**src/rtl/serial_xor_accum.sv**
```systemverilog
// serial_xor_accum: collects FRAME_LEN {a,b} bit pairs and keeps a histogram
// of the four pair codes. It also reports how many pairs differed
// (a^b=1), whether every pair matched, and the parity of the difference count.
// Results update once per frame, when the frame completes, and are held
// until the next frame completes.
module serial_xor_accum #(
    parameter int unsigned FRAME_LEN = 8
) (
    input  logic        clk,
    input  logic        rst_n,
    input  logic        start,
    input  logic        in_valid,
    input  logic        a,
    input  logic        b,
    output logic        in_ready,
    output logic        busy,
    output logic        done,
    output logic [31:0] code_hist,
    output logic [7:0]  mismatch_cnt,
    output logic        match_all,
    output logic        xor_parity
);

    typedef enum logic [1:0] {
        S_IDLE    = 2'd0,
        S_COLLECT = 2'd1,
        S_DONE    = 2'd2
    } state_t;

    // Index of the last pair in a frame. FRAME_LEN is limited to 1..255,
    // so this value and every counter fit in 8 bits.
    localparam logic [7:0] LAST_IDX = 8'(FRAME_LEN - 1);

    state_t          state_q, state_d;
    logic [7:0]      idx_q, idx_d;
    logic [3:0][7:0] cnt_q, cnt_d;
    logic [31:0]     hist_q, hist_d;
    logic [7:0]      mism_q, mism_d;
    logic            match_q, match_d;
    logic            clear;
    logic            accept;
    logic            last_pair;
    logic [1:0]      code;

    assign code      = {a, b};
    assign accept    = (state_q == S_COLLECT) && in_valid;
    assign last_pair = accept && (idx_q == LAST_IDX);
    assign clear     = (state_q == S_IDLE) && start;

    // One counter per pair code. The code is decoded one-hot, so an
    // accepted pair bumps exactly one counter.
    genvar gi;
    generate
        for (gi = 0; gi < 4; gi++) begin : g_code_cnt
            assign cnt_d[gi] = clear                          ? 8'd0 :
                               (accept && (code == 2'(gi)))   ? cnt_q[gi] + 8'd1 :
                                                                cnt_q[gi];
        end
    endgenerate

    // Next-state, bit-index and result-capture logic.
    always_comb begin
        state_d = state_q;
        idx_d   = idx_q;
        hist_d  = hist_q;
        mism_d  = mism_q;
        match_d = match_q;
        unique case (state_q)
            S_IDLE: begin
                if (start) begin
                    idx_d   = 8'd0;
                    state_d = S_COLLECT;
                end
            end
            S_COLLECT: begin
                if (accept) begin
                    idx_d = idx_q + 8'd1;
                end
                // Results are captured from the next-count values, so the
                // last pair is included.
                if (last_pair) begin
                    state_d = S_DONE;
                    hist_d  = {cnt_d[3], cnt_d[2], cnt_d[1], cnt_d[0]};
                    mism_d  = cnt_d[1] + cnt_d[2];
                    match_d = ((cnt_d[1] + cnt_d[2]) == 8'd0);
                end
            end
            S_DONE: begin
                state_d = S_IDLE;
            end
            default: begin
                state_d = S_IDLE;
            end
        endcase
    end

    // State, counter and result registers. Reset asynchronously clears
    // everything, which also discards any partial frame.
    always_ff @(posedge clk or negedge rst_n) begin
        if (!rst_n) begin
            state_q <= S_IDLE;
            idx_q   <= 8'd0;
            cnt_q   <= '0;
            hist_q  <= 32'd0;
            mism_q  <= 8'd0;
            match_q <= 1'b0;
        end else begin
            state_q <= state_d;
            idx_q   <= idx_d;
            cnt_q   <= cnt_d;
            hist_q  <= hist_d;
            mism_q  <= mism_d;
            match_q <= match_d;
        end
    end

    assign in_ready     = (state_q == S_COLLECT);
    assign busy         = (state_q == S_COLLECT) || (state_q == S_DONE);
    assign done         = (state_q == S_DONE);
    assign code_hist    = hist_q;
    assign mismatch_cnt = mism_q;
    assign match_all    = match_q;
    assign xor_parity   = mism_q[0];

endmodule
```
**config.mk**
```make
export PLATFORM = sky130hd
export DESIGN_NAME = serial_xor_accum
export DESIGN_NICKNAME = d
export VERILOG_FILES = /design/src/rtl/serial_xor_accum.sv
export SDC_FILE = /design/constraint.sdc
export NUM_CORES = 1
export LEC_CHECK = 0
export ABC_AREA = 1
export BUFFER_PORTS_ARGS = -buffer_cell sky130_fd_sc_hd__buf_2
export CAP_MARGIN = 20
export CORE_ASPECT_RATIO = 0.7
export CORE_MARGIN = 2
export CORE_UTILIZATION = 55
export DETAILED_ROUTE_END_ITERATION = 7
export PLACE_DENSITY = 0.84
export SETUP_SLACK_MARGIN = 0.3
export SYNTH_ARGS = -nofsm -noshare
export SYNTH_HDL_FRONTEND = slang
export SYNTH_SLANG_ARGS = --single-unit
```
**constraint.sdc**
```tcl
create_clock -name clk -period 3.5 [get_ports clk]
set_input_delay 0.175 -clock clk [delete_from_list [all_inputs] [get_ports clk]]
set_output_delay 0.175 -clock clk [all_outputs]
set_load 0.01 [all_outputs]
```
==> key figures <==
Run status
  • Run status: complete, no violations

STA
  • Setup TNS: 0 ns
  • Slew headroom: 62.54%
  • Final period util: 84.23%
  • Clk_skew: 0.01411 ns
  • Post-route minimum period: 2.948 ns
  • Final setup vio count: 0
  • Slew Limit Fails: 0
  • Final hold vios: 0
  • PnR worst setup slack: 0.5519 ns
  • Fmax: 0.3392 GHz
  • RSZ-0062 raised after global routing: false
  • Worst-Margin Slew: 0.5611 ns

Global routing
  • Total track usage: 23.93%
  • Overflow after GRT: 0
  • First-pass GRT wire length: 15860 µm
  • Vias in the first global route: 3413
  • Largest net degree at the start of global routing: 84
  • Antenna violations before repair: 0

CTS
  • Clock Tree Root: clkbuf_8
  • H-tree depth: 3
  • Clock latency on the worst-skew pair: 0.37 ns
  • CTS Buf Count: 9
  • CTS max path bufs: 2
  • Clk pin slew, worst setup/hold paths: 0.09 ns
  • TritonCTS clock tree: done
  • Clock sinks: 83

Yosys
  • Mapped Avg Cell Area: 8.254 µm²
  • Synth warnings: 0
  • Post-synth top area share: 49.05%
  • Syn Inst Count: 513
  • Area contributors post-synth: dfrtp_1, nand2_1, ha_1
  • Netlist cell types: 41
  • Seq/Total Area, Yosys: 49.05%
  • Number of synthesized register bits: 83
  • Yosys top cell by area: dfrtp_1
  • Syn Nets: 537
  • Mapped cell area: 4234 µm²

Power
  • Leakage power: 2.688 nW
  • Maximum vdd drop: 0.0003768 V
  • Psw: 842.2 µW
  • Reg power frac: 46.0%
  • P_int: 1.619 mW
  • Pwr/cell area: 504.8 nW/µm²
  • Sw Share: 34.22%
  • Clk network pwr share: 28.7%
  • Combinational fraction of design power: 25.3%
  • Tot Pwr: 2.461 mW

Placement
  • Gpl congestion: 0.8808
  • Post-Place Worst Slack: 0.4418 ns
  • Post-DP HPWL: 6415 µm
  • IO Port Bufs: 50

Drt
  • DRT antenna net count: 0
  • DR vias: 3523
  • Total wire length: 9286 µm
  • Routed len/inst: 13.76 µm
  • Starting DRC count in detailed routing: 247
  • Vias per cell: 5.219
  • Pre-antenna DRT Iters: 6
  • DRC viols: 0

Finish
  • Final core occ: 66.01%
  • # diodes: 0
  • Share of cells above drive strength 1: 19.58%
  • Area Overhead vs Synth: 15.13%
  • NumNets Final: 596
  • Fillers: 614

Setup path
  • Crit end category: flip-flop
  • Cells on worst reg2reg path: 18
  • Setup CP Type: reg2reg
  • Worst setup SP type: flip-flop
  • Critical Path AT: 3.20 ns
  • Worst Path Max Fanout: 10
  • Worst path required time: 3.76 ns

Floorplan
  • FP Rows: 26
  • Core area: 7385 µm²
  • Die Height: 77.41 µm
  • Starting Density: 57.34%
  • Die area: 8428 µm²
  • Die W: 108.9 µm
  • I/O Pins: 51

Min path
  • Min-delay worst type: in2reg
  • WHS Path Cells: 4

Run
  • Max-Cap Viols: 0
==> per-layer routing <==
layer | global-route usage, % | vias to the layer above | share of wire [%]
met5 | 0 | - | 0
met2 | 37.45 | 67 | 46
met1 | 32.47 | 1673 | 49
met4 | 7.436 | 0 | 1.1
met3 | 6.555 | 11 | 4.3
li1 | - | 1772 | -
==> final timing paths <==
kind                                    start       endpoint  slack, ns
worst max-delay path               state_q[1]      match_all       0.55
worst max register to register     state_q[1]      match_all       0.55
min in group asynchronous               rst_n   code_hist[7]       0.33
worst min register to register  code_hist[19]  code_hist[19]       0.48
worst min-delay path                        b       cnt_q[1]       0.19
max in group asynchronous               rst_n  code_hist[21]       2.56
==> sequential cells by signal (all words and copies together), names as in the netlist <==
register / flops
cnt_q: 32
mismatch_cnt: 8
state_q: 2
match_all: 1
idx_q: 8
code_hist: 32
==> timing repair <==
action	CTS	global route
gates resized for setup	0	9
hold buffers	0	1
hold endpoints to repair	0	41
buffers inserted	0	3
setup endpoints to repair	0	2
==> power by group through the flow <==
| stage | clock network [mW] | logic, mW | registers, mW |
|---|---|---|---|
| CTS | 0.720 | 0.599 | 1.13 |
| finish | 0.706 | 0.623 | 1.13 |
| detailed placement | 0 | 0.597 | 1.14 |
| floorplan | 0 | 0.407 | 1.14 |
| global placement | 0 | 0.578 | 1.14 |
| global route | 0.760 | 0.714 | 1.15 |
==> synth_stat cells <==
master,n
a211oi_1,1
a21oi_1,25
a31oi_1,2
and2_1,2
and3b_1,1
buf_1,1
buf_2,4
buf_4,2
clkbuf_1,5
dfrtp_1,83
fa_1,1
ha_1,17
inv_1,50
inv_2,5
nand2_1,161
nand2_2,2
nand2_4,1
nand3_1,31
nand3_2,3
nand3_4,1
nand3b_1,4
nand3b_2,1
nand4_1,10
nor2_1,40
nor2_2,4
nor2_4,3
nor2_8,1
nor3_1,5
nor3_2,3
nor3_4,1
nor3b_1,1
nor3b_2,1
o21ai_0,25
o21ai_1,5
o21ai_2,1
o21ba_2,1
o21bai_1,1
or2_1,1
or2_2,2
xnor2_1,3
xor2_1,2
==> metrics by stage <==
stage	std cells	hold WS [ns]	instance area [µm²]
6_report	675	0.1901	4875
5_1_grt	675	0.2069	4875
4_1_cts	669	0.02441	4785
3_5_place_dp	653	0.4268	4582
3_3_place_gp	653	0.4146	4582
2_1_floorplan	513	-0.1206	4234
==> final cells by class <==
| class | count | area [µm²] | area share [%] |
|---|---|---|---|
| tap | 98 | 122.6 | 2.515 |
| multi-input combinational | 364 | 1931 | 39.60 |
| timing repair buffer | 59 | 335.3 | 6.879 |
| clock inverter | 6 | 65.06 | 1.335 |
| sequential | 83 | 2077 | 42.61 |
| inverter | 55 | 206.4 | 4.235 |
| clock buffer | 10 | 137.6 | 2.823 |
==> critical path: stages, from the launching register on <==
cell and delay (ns):
dfrtp_1 0.40, inv_1 0.14, ha_2 0.24, nand2_4 0.15, nor2_8 0.18, nand3_1 0.13
nor2_2 0.15, nand2_1 0.06, nand2_1 0.05, o21ba_2 0.18, ha_2 0.38, nand2_1 0.07
or2_2 0.31, nand3_1 0.07, nand2_1 0.07, nand2_1 0.07, nor2_1 0.05, nand3_1 0.08
nand2_1 0.05
==> cells in the final DEF (no fill, tap or decap), drive strengths merged, types with 2 or more instances in the layout <==
| master | count |
|---|---|
| nor3 | 9 |
| or2 | 3 |
| nand3 | 35 |
| nand3b | 5 |
| a21oi | 25 |
| ha | 17 |
| clkinv | 4 |
| dfrtp | 83 |
| nand2 | 164 |
| xnor2 | 3 |
| xor2 | 2 |
| nor3b | 2 |
| clkbuf | 10 |
| o21ai | 31 |
| inv | 55 |
| nand4 | 10 |
| and2 | 2 |
| a31oi | 2 |
| nor2 | 49 |
| buf | 58 |
==> cells by family after synthesis <==
family          count (synthesis)  synth area share, %
simple gates                  279                30.59
flops                          83                49.05
buf+inv                        67                6.235
compound gates                 61                7.595
fa+ha+maj                      18                5.496
xor+xnor                        5                1.034
No activity file was read; power rests on OpenSTA's default activity.
